[src/rtl/grad_weight_sched_if.sv]
// Handshake bundle between the gradient stage, grad_weight_sched and the
// green-channel blend stage.
//   grad_h/grad_v/in_valid/in_ready : gradient pair in (valid/ready)
//   w_h/w_v/zero_flag/out_valid/out_ready : weights out (valid/ready)
//   busy : weight generator is not idle
// slave is the weight generator's view; master is the surrounding pipeline.
interface grad_weight_sched_if #(
  parameter int unsigned bitwidth = 16,
  parameter int unsigned FRAC     = 8
);
  logic [bitwidth-1:0] grad_h;
  logic [bitwidth-1:0] grad_v;
  logic                in_valid;
  logic                in_ready;
  logic [FRAC:0]       w_h;
  logic [FRAC:0]       w_v;
  logic                zero_flag;
  logic                out_valid;
  logic                out_ready;
  logic                busy;

  modport slave (
    input  grad_h, grad_v, in_valid, out_ready,
    output in_ready, w_h, w_v, zero_flag, out_valid, busy
  );

  modport master (
    output grad_h, grad_v, in_valid, out_ready,
    input  in_ready, w_h, w_v, zero_flag, out_valid, busy
  );
endinterface

[src/rtl/grad_weight_sched.sv]
// Directional weight generator for the CFA green interpolation.
// Takes one gradient pair, applies the all-zero guard (0/0 -> 1/1) and runs a
// restoring divider one quotient bit per cycle to form
//   w_h = floor(gv * 2^FRAC / (gh + gv)),  w_v = 2^FRAC - w_h.
// Ports:
//   clk  : clock, rising edge
//   rst  : synchronous active-high reset
//   bus  : grad_weight_sched_if.slave (input pair handshake, weight handshake,
//          busy status)
module grad_weight_sched #(
  parameter int unsigned bitwidth = 16,
  parameter int unsigned FRAC     = 8
) (
  input logic                clk,
  input logic                rst,
  grad_weight_sched_if.slave bus
);

  localparam int unsigned WW = FRAC + 1;       // weight width
  localparam int unsigned SW = bitwidth + 1;   // divisor width, gh+gv never overflows
  localparam int unsigned RW = bitwidth + 2;   // partial remainder width
  localparam int unsigned CW = $clog2(FRAC + 1);

  localparam logic [WW-1:0] W_FULL = {1'b1, {FRAC{1'b0}}};

  typedef enum logic [1:0] {
    IDLE,
    DIV,
    DONE
  } state_t;

  state_t          state;
  logic [SW-1:0]   sum;
  logic [RW-1:0]   rem;
  logic [CW-1:0]   cnt;
  logic [WW-1:0]   q;
  logic [WW-1:0]   w_h_q;
  logic [WW-1:0]   w_v_q;
  logic            zero_q;

  // All-zero guard on the incoming pair
  logic                in_zero;
  logic [bitwidth-1:0] gh_g;
  logic [bitwidth-1:0] gv_g;

  assign in_zero = (bus.grad_h == '0) && (bus.grad_v == '0);
  assign gh_g    = in_zero ? bitwidth'(1) : bus.grad_h;
  assign gv_g    = in_zero ? bitwidth'(1) : bus.grad_v;

  // One restoring-division step for quotient bit index cnt
  logic            rem_ge;
  logic [RW-1:0]   rem_sub;
  logic [WW-1:0]   q_next;

  assign rem_ge  = rem >= RW'(sum);
  assign rem_sub = rem_ge ? (rem - RW'(sum)) : rem;
  assign q_next  = rem_ge ? (q | (WW'(1) << cnt)) : q;

  // Controller and datapath registers
  always_ff @(posedge clk) begin
    if (rst) begin
      state  <= IDLE;
      sum    <= '0;
      rem    <= '0;
      cnt    <= '0;
      q      <= '0;
      w_h_q  <= '0;
      w_v_q  <= '0;
      zero_q <= 1'b0;
    end else begin
      case (state)
        IDLE: begin
          if (bus.in_valid) begin
            zero_q <= in_zero;
            sum    <= SW'(gh_g) + SW'(gv_g);
            rem    <= RW'(gv_g);
            cnt    <= CW'(FRAC);
            q      <= '0;
            state  <= DIV;
          end
        end
        DIV: begin
          q   <= q_next;
          // rem_sub < sum, so the shifted value still fits in RW bits
          rem <= {rem_sub[RW-2:0], 1'b0};
          if (cnt == '0) begin
            w_h_q <= q_next;
            w_v_q <= W_FULL - q_next;
            state <= DONE;
          end else begin
            cnt <= cnt - CW'(1);
          end
        end
        DONE: begin
          if (bus.out_ready) begin
            state <= IDLE;
          end
        end
        default: state <= IDLE;
      endcase
    end
  end

  // Handshake/status outputs decode the state register only
  assign bus.in_ready  = (state == IDLE);
  assign bus.out_valid = (state == DONE);
  assign bus.busy      = (state != IDLE);
  assign bus.w_h       = w_h_q;
  assign bus.w_v       = w_v_q;
  assign bus.zero_flag = zero_q;

endmodule

[src/flat_wrapper.sv]
// flat-port wrapper written by rule: the top's interface ports become plain ports
module grad_weight_sched_flat 
#(
  parameter int unsigned bitwidth = 16,
  parameter int unsigned FRAC     = 8
)
  (clk, rst, bus_grad_h, bus_grad_v, bus_in_valid, bus_out_ready, bus_in_ready, bus_w_h, bus_w_v, bus_zero_flag, bus_out_valid, bus_busy);
  grad_weight_sched_if #(.bitwidth(bitwidth), .FRAC(FRAC)) bus_i ();
  input logic clk;
  input logic rst;
  input wire logic [$bits(bus_i.grad_h)-1:0] bus_grad_h;
  input wire logic [$bits(bus_i.grad_v)-1:0] bus_grad_v;
  input wire logic [$bits(bus_i.in_valid)-1:0] bus_in_valid;
  input wire logic [$bits(bus_i.out_ready)-1:0] bus_out_ready;
  output wire logic [$bits(bus_i.in_ready)-1:0] bus_in_ready;
  output wire logic [$bits(bus_i.w_h)-1:0] bus_w_h;
  output wire logic [$bits(bus_i.w_v)-1:0] bus_w_v;
  output wire logic [$bits(bus_i.zero_flag)-1:0] bus_zero_flag;
  output wire logic [$bits(bus_i.out_valid)-1:0] bus_out_valid;
  output wire logic [$bits(bus_i.busy)-1:0] bus_busy;
  assign bus_i.grad_h = bus_grad_h;
  assign bus_i.grad_v = bus_grad_v;
  assign bus_i.in_valid = bus_in_valid;
  assign bus_i.out_ready = bus_out_ready;
  assign bus_in_ready = bus_i.in_ready;
  assign bus_w_h = bus_i.w_h;
  assign bus_w_v = bus_i.w_v;
  assign bus_zero_flag = bus_i.zero_flag;
  assign bus_out_valid = bus_i.out_valid;
  assign bus_busy = bus_i.busy;
  grad_weight_sched #(.bitwidth(bitwidth), .FRAC(FRAC)) u_core (.clk(clk), .rst(rst), .bus(bus_i));
endmodule
[config.mk]
export PLATFORM = sky130hd
export DESIGN_NAME = grad_weight_sched_flat
export DESIGN_NICKNAME = d
export VERILOG_FILES = /design/src/rtl/grad_weight_sched_if.sv /design/src/rtl/grad_weight_sched.sv /design/src/flat_wrapper.sv
export SDC_FILE = /design/constraint.sdc
export NUM_CORES = 1
export LEC_CHECK = 0
export CAP_MARGIN = 25
export CORE_AREA = 8 8 119 121
export CTS_CLUSTER_SIZE = 40
export DETAILED_ROUTE_END_ITERATION = 12
export DIE_AREA = 0 0 127 129
export GPL_ROUTABILITY_DRIVEN = 0
export SLEW_MARGIN = 5
export SYNTH_ARGS = -nofsm -noshare
export SYNTH_HDL_FRONTEND = slang
export SYNTH_SLANG_ARGS = --single-unit
[constraint.sdc]
create_clock -name clk -period 4.2 [get_ports clk]
set_input_delay 0.84 -clock clk [delete_from_list [all_inputs] [get_ports clk]]
set_output_delay 0.84 -clock clk [all_outputs]
set_load 0.01 [all_outputs]
==> reports/results.tsv <==
stage	metric	value	unit
finish	drive_above_1_share	7.08	%
logic_synthesis	synthCells	615	
global_routing	grt_start_max_net_pins	59	
setup_path	endpoint_kind	register	
global_routing	grt_pass1_vias	4166	
setup_path	cp.required	4.45	ns
setup_path	cpMaxStageDelayCell	clkdlybuf4s50_1	
place	portBuffers	57	
setup_path	r2r-end	u_core.bus.w_v[8]$_SDFFE_PP0P_	
clock_network	h-tree-depth	3	
timing	slew-limit-headroom	55.5	%
die	coreArea	12300	um2
logic_synthesis	synthDistinctLibCells	68	
setup_path	startpoint_type	input port	
logic_synthesis	seq_area_frac_synth	28.6	%
setup_path	ff2ff_path_depth	12	
setup_path	critPathTopFamily	simple AND/OR/NAND/NOR gates	
power_and_ir_drop	p_leak	0.00217	uW
global_routing	gr-total-overflow	0	
timing	timing.final.crit_share	91.8	%
clock_network	cts_buffers	9	
die	row_count	41	
finish	diodes	0	
setup_path	crit_buf_inv	1	
timing	maxSlewViolCount	0	
global_routing	use_met1	21.9	%
clock_network	root_buffer	clkbuf_16	
drt	drtIter0Drc	369	
logic_synthesis	synth_ff_type	dfxtp_1	
power_and_ir_drop	peakVddDrop	0.000348	V
global_routing	antenna_found_initial	0	
clock_network	cts-hold-fix-buffers	0	
finish	final_cell_mix	68 x dfxtp_1, 60 x nor2_1, 57 x a21oi_1	
setup_path	cp_max_fo	3	
logic_synthesis	synth_edf_count	0	
clock_network	cts_tree	done	
timing	worst_pin_slew	0.667	ns
logic_synthesis	synth.avg_cell_area	7.74	um2
drt	drt-pass1-iter-count	6	
logic_synthesis	ys_seq_elements	68	
global_routing	grt_use_met2	24.2	%
logic_synthesis	yosys_warnings	0	
drt	wl	12.9	mm
timing	max_freq	259	MHz
run_status	outcome	complete, no violations	
power_and_ir_drop	p_per_area	650	nW/um2
die	fp.dieW	127	um
die	die_h	129	um
global_routing	grt.busiest_layer	met2	
drt	routed-via-count	4453	
die	die_area	16400	um2
clock_network	clkLatencyLatePin	0.34	ns
finish	fillers	1209	
setup_path	timing.rr.start	u_core.rem[0]$_SDFFE_PP0P_	
die	io_pins	58	
logic_synthesis	syn_area	4760	um2
clock_network	clkSlewWorstSetupHoldPaths	0.06	ns
clock_network	post_cts_resized	0	
worst_hold_path	hold_depth	2	
timing	rsz0062_at_grt	false	
run	maxCapViolations	0	
setup_path	r2r_slack	0.94	ns
drt	drc	0	
finish	final_nets	708	
worst_hold_path	hold_path_end	u_core.bus.w_v[3]$_SDFFE_PP0P_	
timing	hold_viol_final	0	
drt	vias_per_cell	5.67	
clock_network	cts_setup_buffers	0	
drt	routedWlPerCell	16.5	um
worst_hold_path	min_path_type	register to register	
die	start_util	38.7	%
drt	antenna_left	0	
setup_path	arrival	4.10	ns
global_routing	grt_pass1_wl	21.3	mm
global_routing	grt_usage	15.9	%
worst_hold_path	hold_start	u_core.bus.w_v[3]$_SDFFE_PP0P_	
setup_path	max_stage_delay	0.56	ns
timing	setup_viol	0	
logic_synthesis	syn-num-nets	692	
finish	syn2layout_area_growth	19.2	%
setup_path	path_class	input port to register	
timing	setup_tns	0	ns
clock_network	cts.path.max_buffers	2	
global_routing	grt.met3_usage	3.35	%
logic_synthesis	async_flop_share	0	%
place	hpwlAfterDp	9.66	mm
setup_path	crit_chain	clkdlybuf4s50_1 > nor4_1 > nand4_1 > nor2_1 > or2_2 > ha_1 > fa_1 > a21o_1 > a21o_1 > a21oi_1 > nor3_1 > a21oi_1 > o21ai_1 > or4b_1 > o311ai_1	
finish	layout_commonest_cell	dfxtp_1	
timing	fin_crit	3.86	ns
place	dpl-instance-area	5340	um2
setup_path	startpoint	bus_grad_v[5]	
clock_network	cts_num_sinks	68	
finish	final_area	5680	um2
timing	fin_skew	0.00854	ns
-- stage by stage --
| stage | setup WS, ns | total power [uW] | util, % | std cells | hold WS (ns) |
|---|---|---|---|---|---|
| CTS | 0.377 | 3690 | 45.9 | 785 | 0.456 |
| global placement | 0.0773 | 2850 | 43.4 | 769 | 0.441 |
| floorplan | 0.794 | 2380 | - | 615 | 0.432 |
| finish | 0.343 | 3690 | 46.1 | 786 | 0.452 |
| global route | 0.0719 | 3960 | 46.1 | 786 | 0.467 |
| detailed placement | 0.0285 | 2860 | 43.4 | 769 | 0.446 |
-- synth_stat cells, types with 6 or more instances --
cell type | count | share of area [%]
a21o_1 | 8 | 1.3
nand2_1 | 52 | 4.1
xnor2_1 | 16 | 2.9
nand2b_1 | 9 | 1.2
a31oi_1 | 8 | 1.1
dfxtp_1 | 68 | 29
inv_1 | 35 | 2.8
a222oi_1 | 8 | 1.7
xor2_1 | 10 | 1.8
nor3_1 | 23 | 2.4
a21oi_1 | 57 | 6.0
nand4_1 | 8 | 1.1
o21a_1 | 6 | 0.95
or3_1 | 6 | 0.79
a211oi_1 | 15 | 2.4
clkbuf_1 | 52 | 4.1
nor4_1 | 8 | 1.1
o21ai_1 | 12 | 1.3
ha_1 | 39 | 10
o21ai_0 | 12 | 1.3
mux2_1 | 6 | 1.4
nand3_1 | 9 | 0.95
nor2_1 | 61 | 4.8
-- tightest hold or removal path, stage by stage, from the launching register on --
cell and delay, ns:
dfxtp_1 0.31, nand2_1 0.05, a21oi_1 0.05
-- registers in the layout, indices dropped and copies added (netlist names) --
| signal | count |
|---|---|
| u_core.q | 9 |
| u_core.bus.w_v | 9 |
| u_core.rem | 18 |
| u_core.sum | 17 |
| u_core.bus.w_h | 8 |
| u_core.cnt | 4 |
| u_core.bus.zero_flag | 1 |
| u_core.state | 2 |
-- cell type report --
cell class	instances	area [um2]	area share, %
Timing Repair Buffer	66	646	11.4
Tap cell	150	188	3.31
Multi-Input combinational cell	451	3030	53.4
Sequential cell	68	1360	24.0
Clock buffer	10	229	4.03
Inverter	35	131	2.31
Clock inverter	6	87.6	1.54
-- worst max path at each step --
stage | endpoint | slack, ns | cells after the start
5_1_grt | u_core.sum[16]$_SDFFE_PP0P_ | 0.07 | 16
6_report | u_core.sum[14]$_SDFFE_PP0P_ | 0.34 | 15
4_1_cts | u_core.sum[14]$_SDFFE_PP0P_ | 0.38 | 15
3_3_place_gp | u_core.sum[14]$_SDFFE_PP0P_ | 0.08 | 15
2_1_floorplan | u_core.sum[14]$_SDFFE_PP0P_ | 0.79 | 14
3_5_place_dp | u_core.sum[14]$_SDFFE_PP0P_ | 0.03 | 15
-- metal layers --
layer,part of all wire [%],up-vias
li1,-,2216
met1,50,2096
met2,43,129
met3,5.1,12
met4,1.2,0
met5,0,-
-- report_power, final --
group	internal, uW	total (uW)	switching [uW]
Combinational	850	2010	1160
Clock	521	820	299
Sequential	763	861	97.4
Total	2130	3690	1560
-- logic make-up after synthesis --
| group | after synthesis | share of synthesized area (%) |
|---|---|---|
| AO/OA/AOI/OAI | 171 | 24.7 |
| XOR/XNOR | 26 | 4.78 |
| adder cells (fa/ha/maj) | 41 | 11.1 |
| buffers and inverters | 96 | 7.91 |
| flip-flops | 68 | 28.6 |
| multiplexers | 12 | 2.73 |
| AND/OR/NAND/NOR | 201 | 20.2 |
Note: power is estimated with default switching activity, not from simulation.
